**config.mk**
```make
export PLATFORM = sky130hd
export DESIGN_NAME = accum_cmd_queue
export DESIGN_NICKNAME = d
export VERILOG_FILES = /design/src/rtl/accum_cmd_queue.sv
export SDC_FILE = /design/constraint.sdc
export NUM_CORES = 1
export LEC_CHECK = 0
export ABC_CLOCK_PERIOD_IN_PS = 5300
export CELL_PAD_IN_SITES_DETAIL_PLACEMENT = 1
export CELL_PAD_IN_SITES_GLOBAL_PLACEMENT = 1
export CORE_UTILIZATION = 40
export CTS_BUF_LIST = sky130_fd_sc_hd__clkbuf_16
export CTS_CLUSTER_DIAMETER = 60
export DETAILED_ROUTE_END_ITERATION = 10
export GPL_ROUTABILITY_DRIVEN = 0
export HOLD_SLACK_MARGIN = 0.05
export PLACE_DENSITY = 0.68
export SETUP_SLACK_MARGIN = 0.3
export SYNTH_ARGS = -nofsm -noshare
export SYNTH_HDL_FRONTEND = slang
export SYNTH_SLANG_ARGS = --single-unit
```
**constraint.sdc**
```tcl
create_clock -name clk -period 5.3 [get_ports clk]
set_input_delay 0.53 -clock clk [delete_from_list [all_inputs] [get_ports clk]]
set_output_delay 0.53 -clock clk [all_outputs]
set_load 0.02 [all_outputs]
```
**src/rtl/accum_cmd_queue.sv**
```systemverilog
// accum_cmd_queue
// ---------------------------------------------------------------------------
// Command queue for a two-lane accumulator pipeline. A single producer
// supplies opcodes. The queue keeps one circular FIFO per lane and issues at
// most one opcode per lane per cycle to the pipeline, through the registered
// cmd_vld/opcode pair.
//
// Issuing stops once a halt opcode (3'b111) goes out. The queue then waits in
// HALT_PEND for the pipeline's halt return. If the return arrives, the queue
// enters HALTED, which is sticky until reset. If it does not arrive within
// HALT_TIMEOUT cycles, halt_timeout_err is set and issuing resumes.
//
// Handshake (producer side):
//   A transfer happens at a rising edge where in_valid && in_ready are both 1.
//   in_ready depends only on the registered occupancy of the lane selected by
//   in_lane, plus the FSM state. It does not depend on in_valid or on a pop
//   that happens in the same cycle. The producer may change in_lane while it
//   holds in_valid; the transfer targets whatever lane is presented at the
//   edge.
//
// Ports:
//   clk, reset        clock; synchronous active-high reset
//   in_valid/in_ready producer handshake
//   in_lane           target lane of the presented command
//   in_opcode         command opcode (3'b111 = halt; all others pass through)
//   cmd_vld[l]        per-lane issue strobe (registered)
//   opcode[l]         per-lane issued opcode (registered, held when idle)
//   halt              halt return from the accumulator pipeline
//   lane_count[l]     per-lane FIFO occupancy (0..DEPTH)
//   halted            1 while in HALTED
//   halt_timeout_err  sticky: halt return missed its window
//   fsm_state         debug view of the FSM: 0 RUN, 1 HALT_PEND, 2 HALTED
// ---------------------------------------------------------------------------
module accum_cmd_queue #(
    parameter int DEPTH        = 4,
    parameter int HALT_TIMEOUT = 8
) (
    input  logic                                  clk,
    input  logic                                  reset,
    input  logic                                  in_valid,
    output logic                                  in_ready,
    input  logic                                  in_lane,
    input  logic [2:0]                            in_opcode,
    output logic [1:0]                            cmd_vld,
    output logic [1:0][2:0]                       opcode,
    input  logic                                  halt,
    output logic [1:0][$clog2(DEPTH+1)-1:0]       lane_count,
    output logic                                  halted,
    output logic                                  halt_timeout_err,
    output logic [1:0]                            fsm_state
);

    localparam int PW = $clog2(DEPTH);
    localparam int CW = $clog2(DEPTH + 1);
    localparam int WW = $clog2(HALT_TIMEOUT);

    localparam logic [CW-1:0] FULL_CNT  = CW'(DEPTH);
    localparam logic [WW-1:0] WAIT_LAST = WW'(HALT_TIMEOUT - 1);
    localparam logic [2:0]    OP_HALT   = 3'b111;

    typedef enum logic [1:0] {
        S_RUN       = 2'd0,
        S_HALT_PEND = 2'd1,
        S_HALTED    = 2'd2
    } state_t;

    state_t state;
    state_t state_next;

    // FIFO storage and bookkeeping, one set per lane.
    logic [2:0]    mem    [2][DEPTH];
    logic [PW-1:0] wr_ptr [2];
    logic [PW-1:0] rd_ptr [2];
    logic [CW-1:0] count  [2];

    logic [WW-1:0] wait_cnt;
    logic          err_q;

    // Combinational control.
    logic [1:0]    full;
    logic [1:0]    empty;
    logic [2:0]    head   [2];
    logic          wr_en;
    logic [1:0]    wr_lane;
    logic [1:0]    pop;
    logic          halt_popped;
    logic          err_set;

    // -----------------------------------------------------------------------
    // Next-state and datapath control
    // -----------------------------------------------------------------------
    always_comb begin
        full        = '0;
        empty       = '0;
        pop         = '0;
        halt_popped = 1'b0;
        err_set     = 1'b0;
        state_next  = state;

        for (int l = 0; l < 2; l++) begin
            full[l]  = (count[l] == FULL_CNT);
            empty[l] = (count[l] == '0);
            head[l]  = mem[l][rd_ptr[l]];
        end

        // A full lane refuses a write even if it pops in this cycle.
        in_ready   = !full[in_lane] && (state != S_HALTED);
        wr_en      = in_valid && in_ready;
        wr_lane[0] = wr_en && !in_lane;
        wr_lane[1] = wr_en &&  in_lane;

        case (state)
            S_RUN: begin
                if (halt) begin
                    // A halt return with no halt outstanding: stop right away.
                    state_next = S_HALTED;
                end else begin
                    for (int l = 0; l < 2; l++) begin
                        pop[l] = !empty[l];
                        if (pop[l] && (head[l] == OP_HALT)) begin
                            halt_popped = 1'b1;
                        end
                    end
                    // The other lane's pop in this cycle still issues.
                    if (halt_popped) begin
                        state_next = S_HALT_PEND;
                    end
                end
            end

            S_HALT_PEND: begin
                // A halt return in the last wait cycle wins over the timeout.
                if (halt) begin
                    state_next = S_HALTED;
                end else if (wait_cnt == WAIT_LAST) begin
                    err_set    = 1'b1;
                    state_next = S_RUN;
                end
            end

            S_HALTED: begin
                state_next = S_HALTED;
            end

            default: begin
                state_next = S_RUN;
            end
        endcase
    end

    // -----------------------------------------------------------------------
    // FIFO storage. Not reset: pointers and counts define what is valid.
    // -----------------------------------------------------------------------
    always_ff @(posedge clk) begin
        for (int l = 0; l < 2; l++) begin
            if (wr_lane[l]) begin
                mem[l][wr_ptr[l]] <= in_opcode;
            end
        end
    end

    // -----------------------------------------------------------------------
    // State, pointers, counters and output registers
    // -----------------------------------------------------------------------
    always_ff @(posedge clk) begin
        if (reset) begin
            state    <= S_RUN;
            wait_cnt <= '0;
            err_q    <= 1'b0;
            cmd_vld  <= '0;
            opcode   <= '0;
            for (int l = 0; l < 2; l++) begin
                wr_ptr[l] <= '0;
                rd_ptr[l] <= '0;
                count[l]  <= '0;
            end
        end else begin
            state <= state_next;

            if (state == S_RUN) begin
                wait_cnt <= '0;
            end else if (state == S_HALT_PEND) begin
                wait_cnt <= wait_cnt + 1'b1;
            end

            if (err_set) begin
                err_q <= 1'b1;
            end

            for (int l = 0; l < 2; l++) begin
                // DEPTH is a power of two, so pointers wrap by overflow.
                if (wr_lane[l]) begin
                    wr_ptr[l] <= wr_ptr[l] + 1'b1;
                end
                if (pop[l]) begin
                    rd_ptr[l] <= rd_ptr[l] + 1'b1;
                    opcode[l] <= head[l];
                end
                cmd_vld[l] <= pop[l];

                case ({wr_lane[l], pop[l]})
                    2'b10:   count[l] <= count[l] + 1'b1;
                    2'b01:   count[l] <= count[l] - 1'b1;
                    default: count[l] <= count[l];
                endcase
            end
        end
    end

    // -----------------------------------------------------------------------
    // Status outputs
    // -----------------------------------------------------------------------
    always_comb begin
        for (int l = 0; l < 2; l++) begin
            lane_count[l] = count[l];
        end
    end

    assign halted           = (state == S_HALTED);
    assign halt_timeout_err = err_q;
    assign fsm_state        = state;

endmodule

```
==> reports/metrics.cfg <==
[die]
rows = 28
die_w_um = 80.7
dieArea_um2 = 6520
die_y_um = 80.7
pin_count = 27
start_util_pct = 41.6
core_um2 = 5960

[route]
wirelength_um = 4720
drtIter0Drc = 76
num_vias = 1506
ant_nets = 0
via_per_inst = 5.09
wl_per_cell_um = 15.9
first_pass_iters = 4
drc = 0

[grt]
antenna_found_initial = 0
grt.overflow.total = 0
grt_usage_pct = 16.4
grt_start_max_net_pins = 31
grt_pass1_wl_um = 7740
grt_pass1_vias = 1561

[synth]
yosys.area.top_type = edfxtp_1
synthSimpleGateAreaFrac_pct = 16.5
synth-seq-cells = 52
yosysMostFrequentCell = edfxtp_1
netlist_top_cells_area = edfxtp_1 (46%), dfxtp_1 (11%), ha_1 (8.6%), mux4_2 (5.4%), nor2_1 (4.2%)
synth_fp_nets = 221
synth_compound_area_share_pct = 4.09
synth_top_area_share_pct = 46.0
synth_xor_area_share_pct = 1.41
synthAdderAreaFrac_pct = 9.38
synth_edf_count = 38
synth.avg_cell_area_um2 = 12.7
yosysUniqueCellTypes = 38
synth_top_family_by_area = simple AND/OR/NAND/NOR gates
synth_async_sr_flop_share_pct = 0
synth_area_um2 = 2480
yosys_warnings = 0
ys.flop_type = edfxtp_1
synth_common_cells = edfxtp_1 (38), nor2_1 (28), ha_1 (17)
synth_mux_area_share_pct = 7.11
ys_seq_area_share_pct = 57.3
synthCells = 195

[worst_setup_path]
critPathArrivalTime_ps = 2940
slowest_delay_ps = 590
worstPathRequired_ps = 5340
path_max_fanout = 7
reg2reg_depth = 8
path_buf_inv = 2
crit_path_start_kind = input pin
cp_top_family = simple AND/OR/NAND/NOR gates
crit_cells = 9
cpMostUsedCell = nor4_1
crit_type = in -> reg
crit_slowest_cell = clkdlybuf4s50_1
crit_chain = clkdlybuf4s50_1 -> nor4b_4 -> nor4b_2 -> inv_1 -> ha_1 -> nor4_1 -> nor4_1 -> a221oi_1 -> a21oi_1
end_kind = flip-flop

[clocking]
cts_inserted_buffers = 5
cts_resized = 0
cts_tree = done
ctsLongestPathBuffers = 2
cts_setup_buffers = 0
cts.htree.levels = 2
cts_root_buf = clkbuf_16
cts_sinks = 52
ctsHoldBuffers = 0
clk_latency_ps = 290
clkTransAtPathRegs_ps = 70

[timing]
tightest_slew_ps = 625
setup_viol = 0
tns_ps = 0
grt_setup_unrepaired = false
setup_ws_ps = 2400
max_freq_mhz = 344
period_share_pct = 54.8
hold-worst-slack_ps = 466
post-route-min-period_ps = 2900
relSlewSlack_pct = 58.2
clock_skew_ps = 3.15
maxSlewViolCount = 0
hold_violations = 0

[placement]
dp_slack_ps = 2050
port_buffers = 26
dp_hpwl_um = 3590

[layout]
nNetsFinal = 246
drive_gt1_share_pct = 10.4
antenna_cells = 0
fillCellCount = 635
final_util_pct = 49.7
syn_to_final_growth_pct = 19.4

[hold_path]
whs_path_depth = 2
hold_class = reg -> reg

[power]
powerDensity_nw_per_um2 = 372
ir_drop_uv = 202
p_leak_nw = 1.13

[flow_run]
drv_cap = 0

[run_status]
status = completed

==> power by group <==
part	internal [mW]	switching, mW	leakage [nW]
sequential	0.476	0.0346	0.478
clock	0.224	0.147	0.0804
combinational	0.105	0.116	0.572
total	0.806	0.297	1.13
==> kinds of logic after synthesis <==
| logic type | count (synthesis) |
|---|---|
| buffers and inverters | 23 |
| DFF | 52 |
| muxes | 10 |
| adders and majority gates | 18 |
| AOI/OAI and AO/OA | 16 |
| and+or+nand+nor | 72 |
| xor gates and xnor gates | 4 |
==> final timing paths <==
path,to,slack (ps),startpoint
setup / recovery,count[1][2]$_DFFE_PP_,2400,in_lane
hold / removal,opcode[0]$_SDFFE_PP0P_,470,opcode[0]$_SDFFE_PP0P_
setup reg to reg,count[1][2]$_DFFE_PP_,2580,count[0][0]$_SDFFCE_PN0P_
hold reg to reg,opcode[0]$_SDFFE_PP0P_,470,opcode[0]$_SDFFE_PP0P_
==> cell type report <==
cell class | count | area, um^2 | share of cell area (%)
inverters | 14 | 52.6 | 1.77
repair buffers | 27 | 268 | 9.04
multi-input cells | 120 | 955 | 32.2
flip-flops and latches | 52 | 1420 | 48.0
well taps | 75 | 93.8 | 3.17
clock buffers | 5 | 125 | 4.22
clock inverters | 3 | 46.3 | 1.56
==> state kept, by name, indices dropped and copies added, names as in the netlist <==
signal,count
opcode,6
cmd_vld,2
rd_ptr,4
halt_timeout_err,1
fsm_state,2
mem,24
count,6
wait_cnt,3
wr_ptr,4
==> routing by layer <==
metal	track usage, %	share of wire [%]
met1	20.6	46
met2	27.8	50
met3	2.70	2.5
met4	6.96	1.7
met5	0	0
==> through the flow <==
step                instances  instance area, um^2  power [mW]
floorplan                 195                 2480       0.661
global placement          288                 2790       0.733
detailed placement        288                 2790       0.744
CTS                       296                 2960        1.12
global route              296                 2960        1.15
finish                    296                 2960        1.10
==> cells in the final DEF (no fill, tap or decap), types with 3 or more instances in the layout <==
cell / n
clkbuf_16: 5
edfxtp_1: 38
clkdlybuf4s50_1: 26
nand2b_1: 5
mux4_2: 6
nor2_1: 28
inv_1: 14
mux2i_1: 3
and2_1: 10
a21oi_1: 9
dfxtp_1: 14
ha_1: 17
nand2_1: 8
and3_1: 3
==> worst min-delay path: cells and delay by family (launching register included) <==
| family | cells | cell delay, ps |
|---|---|---|
| compound gates | 1 | 60 |
| flops | 1 | 310 |
| simple gates | 1 | 50 |
Note: power is estimated with default switching activity, not from simulation.
